## src/rtl/apu_pkg.sv

```systemverilog
// apu_pkg: shared constants and types for the APU channel front ends
package apu_pkg;
  typedef enum logic [1:0] {REG_CTRL, REG_SWEEP, REG_TIMER_LO, REG_TIMER_HI} reg_addr_e;
  typedef struct packed {
    logic [1:0] duty;
    logic       halt;
    logic       const_vol;
    logic [3:0] volume;
  } ctrl_t;
  localparam int MIN_AUDIBLE_PERIOD = 8;
  localparam logic [7:0] LENGTH_TABLE [32] = '{
    8'd10, 8'd254, 8'd20, 8'd2, 8'd40, 8'd4, 8'd80, 8'd6,
    8'd160, 8'd8, 8'd60, 8'd10, 8'd14, 8'd12, 8'd26, 8'd14,
    8'd12, 8'd16, 8'd24, 8'd18, 8'd48, 8'd20, 8'd96, 8'd22,
    8'd192, 8'd24, 8'd72, 8'd26, 8'd16, 8'd28, 8'd32, 8'd30
  };
endpackage

```

## src/rtl/apu_length_counter.sv

```systemverilog
// apu_length_counter: table-loaded length counter with halt, half-frame decrement and disable clear
module apu_length_counter
  import apu_pkg::*;
#(
  parameter int LEN_W = 8
) (
  input  logic             clk,
  input  logic             rst,
  input  logic             enable,
  input  logic             load,
  input  logic [4:0]       idx,
  input  logic             half_frame,
  input  logic             halt,
  output logic [LEN_W-1:0] length,
  output logic             active
);
  assign active = |length;
  always_ff @(posedge clk or posedge rst)
    if (rst) length <= '0;
    else if (!enable) length <= '0;
    else if (load) length <= LEN_W'(LENGTH_TABLE[idx]);
    else if (half_frame && !halt && active) length <= length - 1'b1;
endmodule

```

## src/rtl/pulse_ctrl.sv

```systemverilog
// pulse_ctrl: pulse channel register decode, period timer and length gating for the duty sequencer
module pulse_ctrl
  import apu_pkg::*;
#(
  parameter int TIMER_W = 11,
  parameter int LEN_W   = 8
) (
  input  logic       clk,
  input  logic       iReset,
  input  logic       iWr_en,
  input  logic [1:0] iAddr,
  input  logic [7:0] iData,
  input  logic       iChannel_enable,
  input  logic       iHalf_frame,
  output logic       oSeq_tick,
  output logic [1:0] oDuty_cycle_type,
  output logic       oEnable,
  output logic [3:0] oVolume,
  output logic       oConst_vol,
  output logic       oLength_active
);
  ctrl_t              ctrl;
  logic [TIMER_W-1:0] period;
  logic [TIMER_W-1:0] timer;
  logic [LEN_W-1:0]   length;
  logic               en_q;
  logic               wr_hi;
  assign wr_hi = iWr_en && iAddr == REG_TIMER_HI;
  always_ff @(posedge clk or posedge iReset)
    if (iReset) begin
      ctrl      <= '0;
      period    <= '0;
      timer     <= '0;
      oSeq_tick <= 1'b0;
      en_q      <= 1'b0;
    end else begin
      if (iWr_en && iAddr == REG_CTRL) ctrl <= ctrl_t'(iData);
      if (iWr_en && iAddr == REG_TIMER_LO) period[7:0] <= iData;
      if (wr_hi) period[TIMER_W-1:8] <= iData[TIMER_W-9:0];
      // a high-byte write restarts the count with the full new period at once
      timer     <= wr_hi ? {iData[TIMER_W-9:0], period[7:0]} : timer == '0 ? period : timer - 1'b1;
      oSeq_tick <= timer == '0;
      en_q      <= iChannel_enable;
    end
  apu_length_counter #(.LEN_W(LEN_W)) u_len (
    .clk       (clk),
    .rst       (iReset),
    .enable    (iChannel_enable),
    .load      (wr_hi),
    .idx       (iData[7:3]),
    .half_frame(iHalf_frame),
    .halt      (ctrl.halt),
    .length    (length),
    .active    (oLength_active)
  );
  assign oDuty_cycle_type = ctrl.duty;
  assign oVolume          = ctrl.volume;
  assign oConst_vol       = ctrl.const_vol;
  assign oEnable          = en_q && oLength_active && period >= TIMER_W'(MIN_AUDIBLE_PERIOD);
endmodule

```

## config.mk

```make
export PLATFORM = sky130hd
export DESIGN_NAME = pulse_ctrl
export DESIGN_NICKNAME = d
export VERILOG_FILES = /design/src/rtl/apu_pkg.sv /design/src/rtl/apu_length_counter.sv /design/src/rtl/pulse_ctrl.sv
export SDC_FILE = /design/constraint.sdc
export NUM_CORES = 1
export LEC_CHECK = 0
export CAP_MARGIN = 20
export CORE_MARGIN = 3
export CORE_UTILIZATION = 35
export DETAILED_ROUTE_END_ITERATION = 12
export GPL_TIMING_DRIVEN = 0
export PLACE_DENSITY = 0.65
export SLEW_MARGIN = 20
export SYNTH_ARGS = -nofsm -noshare
export SYNTH_HDL_FRONTEND = slang
export SYNTH_SLANG_ARGS = --single-unit
```

## constraint.sdc

```tcl
create_clock -name clk -period 2.55 [get_ports clk]
set_input_delay 0.51 -clock clk [delete_from_list [all_inputs] [get_ports clk]]
set_output_delay 0.51 -clock clk [all_outputs]
set_load 0.1 [all_outputs]
```

==> results of run 1 <==
## kinds of logic after synthesis
| family | after synthesis | share of synthesized area (%) |
|---|---|---|
| simple gates | 84 | 19.0 |
| compound gates | 53 | 14.7 |
| flops | 40 | 43.6 |
| buf+inv | 23 | 4.14 |
| mux | 20 | 9.69 |
| fa+ha+maj | 10 | 5.45 |
| xor+xnor | 9 | 3.43 |
## synthesized netlist by cell type, drive strengths merged, types with 5 or more instances
cell	instances	area, um^2
nand2	26	97.6
xnor2	7	61.3
dfrtp	40	1000
nor3	8	40.0
nor2	15	56.3
inv	14	52.6
nor4	9	56.3
mux2i	5	50.1
clkbuf	7	26.3
a21oi	19	95.1
mux2	15	173
o21ai	12	60.1
ha	10	125
## metrics by stage
| stage | utilization [%] | setup TNS (ns) |
|---|---|---|
| floorplan | - | 0 |
| global placement | 43.1 | -0.580 |
| detailed placement | 43.5 | -0.580 |
| CTS | 45.2 | -0.0586 |
| global route | 45.1 | 0 |
| finish | 45.1 | 0 |
## layer usage
metal,vias up,track usage [%],share of wire [%]
met2,35,22.4,46
li1,917,-,-
met1,892,20.0,48
met4,0,5.10,1.6
met3,7,3.60,4.2
met5,-,0,0
## repair_timing
item,4_1_cts,5_1_grt
gates resized for setup,8,2
pin swaps,0,0
buffers inserted,0,0
endpoints found under the hold margin,0,0
endpoints found under the setup margin,2,1
## path summary, 6_finish.rpt
path | start | to | slack (ns) | cells after the start
max in group asynchronous | iReset | oVolume[2] | 1.69 | 3
worst max register to register | timer[2] | timer[0] | 0.52 | 4
worst min-delay path | iReset | oSeq_tick | 0.44 | 2
worst max-delay path | u_len.length[0] | oEnable | 0.14 | 6
min in group clk | period[0] | timer[0] | 0.50 | 1
worst min register to register | period[0] | timer[0] | 0.50 | 1
## power by group through the flow
stage | sequential, uW | clock [uW] | combinational, uW
floorplan | 1060 | 0 | 620
global placement | 933 | 0 | 965
detailed placement | 941 | 0 | 985
CTS | 935 | 456 | 994
global route | 961 | 483 | 1070
finish | 934 | 440 | 984
## final cells by class
| class | instances | area share (%) |
|---|---|---|
| plain buffers | 9 | 1.54 |
| multi-input cells | 176 | 44.4 |
| clock buffers | 8 | 3.26 |
| repair buffers | 25 | 9.28 |
| well taps | 75 | 3.40 |
| flip-flops and latches | 40 | 36.2 |
| inverters | 14 | 1.90 |
## flip-flops by register name (all words and copies together) (netlist names)
name / count
ctrl: 1
en_q: 1
oConst_vol: 1
oDuty_cycle_type: 2
oSeq_tick: 1
oVolume: 4
period: 11
timer: 11
u_len.length: 8
==> flow_metrics.env, run 1 <==
export IMPL_hold_violations=0
export IMPL_powerDensity_nw_per_um2=853
export IMPL_seqCellArea_um2=1000
export IMPL_rsz0062_at_grt="no"
export IMPL_wirelength_mm=5.10
export IMPL_post_dp_cell_area_um2=2670
export IMPL_grt_first_pass_wirelength_mm=8.65
export IMPL_finalInstanceArea_um2=2760
export IMPL_status="completed"
export IMPL_clkTransAtPathRegs_ns=0.07
export IMPL_drv_cap=0
export IMPL_async_flop_share_pct=100
export IMPL_path_max_fanout=7
export IMPL_cts_tree="done"
export IMPL_antenna_cells=0
export IMPL_timing_final_ws_setup_ns=0.135
export IMPL_rows=28
export IMPL_endpoint_kind="primary output"
export IMPL_most_common_layout_cells="40 x dfrtp_1, 25 x nand2_1, 22 x clkdlybuf4s50_1, 19 x a21oi_1, 15 x nor2_1"
export IMPL_hpwlAfterDp_mm=3.83
export IMPL_num_vias=1851
export IMPL_clk_insertion_delay_late_ns=0.30
export IMPL_critical_path_arrival_ns=1.90
export IMPL_yosysWarnings=0
export IMPL_ys_seq_area_share_pct=43.6
export IMPL_synth_edf_count=0
export IMPL_seq_power_share_pct=39.6
export IMPL_numPortBuffers=24
export IMPL_crit_type="flip-flop to primary output"
export IMPL_power_frac_comb_pct=41.7
export IMPL_holdWs_ns=0.440
export IMPL_postRouteAntennaNets=0
export IMPL_drv_slew=0
export IMPL_critPathSlowestCell="dfrtp_1"
export IMPL_final_period_utilization_pct=94.7
export IMPL_routed_via_density=5.33
export IMPL_fin_skew_ns=0.00301
export IMPL_min_path_type="input port to asynchronous set/reset pin"
export IMPL_drt_first_pass_iters=4
export IMPL_fillCellCount=583
export IMPL_slew_headroom_pct=35.0
export IMPL_final_common_cell="dfrtp_1"
export IMPL_crit_required_ns=2.04
export IMPL_dieArea_um2=7570
export IMPL_drc=0
export IMPL_ioPinCount=25
export IMPL_worst_ir_drop_vdd_uv=544
export IMPL_critPathLaunchType="flip-flop"
export IMPL_critPathMaxStageDelay_ns=0.41
export IMPL_grt_pass1_vias=1797
export IMPL_ys_flop_type="dfrtp_1"
export IMPL_p_clk_share_pct=18.7
export IMPL_finalNonFillerCells=347
export IMPL_crit_chain="inv_1 -> ha_1 -> nor3b_4 -> nand2_4 -> and3_2 -> buf_2"
export IMPL_critical_path_top_delay_family="simple AND/OR/NAND/NOR gates"
export IMPL_gp_congestion=0.816
export IMPL_power_internal_uw=1380
export IMPL_critPathBufInv=2
export IMPL_die_h_um=87.0
export IMPL_drive_above_1_share_pct=14.0
export IMPL_preCtsSetupSlack_ns=-0.381
export IMPL_ys_ff_latch=40
export IMPL_fin_total_pwr_uw=2360
export IMPL_synth_cells=239
export IMPL_first_iter_violations=105
export IMPL_root_buffer="clkbuf_8"
export IMPL_postCtsHoldBufs=0
export IMPL_grt_max_degree=34
export IMPL_wl_per_cell_um=14.7
export IMPL_area_growth_pct=20.3
export IMPL_synth_fp_nets=264
export IMPL_htreeDepth=2
export IMPL_leakage_uw=0.00114
export IMPL_avgSynthCellArea_um2=9.61
export IMPL_min_period_ns=2.41
export IMPL_overflow=0
export IMPL_swShare_pct=41.6
export IMPL_core_area_um2=6130
export IMPL_numCtsBuffers=5
export IMPL_setup_violations=0
export IMPL_clock_sinks=40
export IMPL_p_switching_uw=981
export IMPL_syn_area_um2=2300
export IMPL_place_inst=339
export IMPL_worstMarginPinSlew_ns=0.972
export IMPL_synth_cell_type_count=42
export IMPL_grt_total_usage_pct=14.6
export IMPL_nNetsFinal=296
export IMPL_clockBufferDepth=2
export IMPL_die_width_um=87.0
export IMPL_fmax_ghz=0.414
export IMPL_multi_input_area_um2=1230
export IMPL_start_util_pct=37.5
export IMPL_antenna_found_initial=0
Power figures use the tool's default switching activity.
==> run 2: changes to the inputs <==
--- a/config.mk
+++ b/config.mk
@@ -6,6 +6,7 @@
 export NUM_CORES = 1
 export LEC_CHECK = 0
 export CAP_MARGIN = 20
+export CORE_ASPECT_RATIO = 1.4
 export CORE_MARGIN = 3
 export CORE_UTILIZATION = 35
 export DETAILED_ROUTE_END_ITERATION = 12
==> flow_metrics.env, run 2 (synthesized netlist as in run 1, its figures left out) <==
export IMPL_gp_congestion=0.931
export IMPL_clock_sinks=40
export IMPL_p_clk_share_pct=18.9
export IMPL_most_common_layout_cells="40 x dfrtp_1, 25 x nand2_1, 22 x clkdlybuf4s50_1, 19 x a21oi_1, 15 x nor2_1"
export IMPL_swShare_pct=42.0
export IMPL_power_internal_uw=1370
export IMPL_core_area_um2=6300
export IMPL_dieArea_um2=7590
export IMPL_preCtsSetupSlack_ns=-0.371
export IMPL_num_vias=1857
export IMPL_ioPinCount=25
export IMPL_grt_total_usage_pct=14.7
export IMPL_wirelength_mm=5.07
export IMPL_final_period_utilization_pct=94.8
export IMPL_drv_cap=0
export IMPL_antenna_found_initial=0
export IMPL_holdWs_ns=0.438
export IMPL_post_dp_cell_area_um2=2660
export IMPL_worstMarginPinSlew_ns=0.974
export IMPL_nNetsFinal=296
export IMPL_antenna_cells=0
export IMPL_drt_first_pass_iters=4
export IMPL_routed_via_density=5.40
export IMPL_start_util_pct=36.5
export IMPL_crit_type="flip-flop to primary output"
export IMPL_p_switching_uw=988
export IMPL_drive_above_1_share_pct=14.3
export IMPL_drc=0
export IMPL_fin_total_pwr_uw=2360
export IMPL_place_inst=336
export IMPL_status="completed"
export IMPL_first_iter_violations=97
export IMPL_htreeDepth=2
export IMPL_min_period_ns=2.42
export IMPL_hpwlAfterDp_mm=3.82
export IMPL_rsz0062_at_grt="no"
export IMPL_clockBufferDepth=2
export IMPL_power_frac_comb_pct=41.4
export IMPL_rows=34
export IMPL_critPathLaunchType="flip-flop"
export IMPL_fin_skew_ns=0.00772
export IMPL_endpoint_kind="primary output"
export IMPL_numCtsBuffers=5
export IMPL_fmax_ghz=0.413
export IMPL_area_growth_pct=20.0
export IMPL_finalInstanceArea_um2=2760
export IMPL_grt_max_degree=35
export IMPL_min_path_type="input port to asynchronous set/reset pin"
export IMPL_worst_ir_drop_vdd_uv=558
export IMPL_grt_first_pass_wirelength_mm=8.71
export IMPL_root_buffer="clkbuf_8"
export IMPL_postRouteAntennaNets=0
export IMPL_hold_violations=0
export IMPL_seq_power_share_pct=39.7
export IMPL_wl_per_cell_um=14.8
export IMPL_clkTransAtPathRegs_ns=0.08
export IMPL_powerDensity_nw_per_um2=854
export IMPL_die_h_um=102
export IMPL_largest_registers="period: 11 flops, timer: 11 flops, u_len.length: 8 flops"
export IMPL_timing_final_ws_setup_ns=0.131
export IMPL_overflow=0
export IMPL_final_common_cell="dfrtp_1"
export IMPL_die_width_um=74.5
export IMPL_numPortBuffers=24
export IMPL_setup_violations=0
export IMPL_path_max_fanout=7
export IMPL_post_cts_setup_buffer_count=0
export IMPL_cts_tree="done"
export IMPL_clk_insertion_delay_late_ns=0.29
export IMPL_leakage_uw=0.00114
export IMPL_critical_path_arrival_ns=1.91
export IMPL_slew_headroom_pct=34.9
export IMPL_grt_pass1_vias=1820
export IMPL_drv_slew=0
export IMPL_finalNonFillerCells=344
export IMPL_crit_required_ns=2.04
run 2: cell count changes in the layout (fill, tap and decap cells not counted):
cell and delta:
clkbuf_1 -1, clkbuf_2 +1, clkdlybuf4s15_2 -1, clkinvlp_4 +1
run 2: layout make-up:
cell class / count / area (um^2)
buffer: 9 / 42.5
clock buffer: 7 / 86.3
clock inverter: 1 / 7.51
fill: 633 / 3540
inverter: 14 / 52.6
multi-input combinational: 176 / 1230
sequential: 40 / 1000
tap: 72 / 90.1
timing repair buffer: 25 / 250
run 2: through the flow:
stage,TNS (ns),utilization (%)
floorplan,0,-
global placement,-0.705,42.0
detailed placement,-0.619,42.3
CTS,-0.0934,44.0
global route,0,43.8
finish,0,43.8
run 2: repair_timing:
action,4_1_cts,5_1_grt
gates resized for setup,6,4
setup endpoints to repair,2,2
pin swaps,0,0
hold buffers,0,0
endpoints found under the hold margin,0,0
gates cloned,0,0
run 2: worst paths after layout:
kind                       slack [ns]             from  cells after the start                  end
min reg2reg                      0.51       oVolume[2]                      1           oVolume[2]
max                              0.13  u_len.length[0]                      6              oEnable
max reg2reg                      0.48         timer[2]                      6             timer[5]
min in group clk                 0.51       oVolume[2]                      1           oVolume[2]
max in group asynchronous        1.69           iReset                      3                 en_q
min                              0.44           iReset                      2  oDuty_cycle_type[1]
run 2: power groups by stage:
stage / clock [uW] / combinational (uW) / sequential (uW)
detailed placement: 0 / 983 / 944
global placement: 0 / 968 / 932
finish: 446 / 976 / 934
CTS: 462 / 990 / 935
global route: 487 / 1070 / 960
floorplan: 0 / 620 / 1060
run 2: routing by layer:
| layer | vias to the layer above | global-route usage (%) | routed length (um) |
|---|---|---|---|
| met5 | - | 0 | 0 |
| met4 | 0 | 5.07 | 91 |
| met3 | 8 | 2.46 | 163 |
| met2 | 38 | 24.0 | 2560 |
| met1 | 895 | 19.5 | 2260 |
| li1 | 916 | - | - |
run 2: worst max-delay path, cell delays in order (launching register included):
cell	delay, ns
dfrtp_1	0.40
inv_1	0.11
ha_1	0.18
nor3b_4	0.36
nand2_4	0.07
and3_2	0.21
buf_2	0.29
==> run 3: changes to the inputs <==
--- a/config.mk
+++ b/config.mk
@@ -6,13 +6,13 @@
 export NUM_CORES = 1
 export LEC_CHECK = 0
 export CAP_MARGIN = 20
-export CORE_ASPECT_RATIO = 1.4
 export CORE_MARGIN = 3
 export CORE_UTILIZATION = 35
+export CTS_CLUSTER_DIAMETER = 120
 export DETAILED_ROUTE_END_ITERATION = 12
 export GPL_TIMING_DRIVEN = 0
 export PLACE_DENSITY = 0.65
-export SLEW_MARGIN = 20
+export SLEW_MARGIN = 10
 export SYNTH_ARGS = -nofsm -noshare
 export SYNTH_HDL_FRONTEND = slang
 export SYNTH_SLANG_ARGS = --single-unit
==> results of run 3 <==
Same layout as run 1: the final DEF is identical, and so are final timing and power.
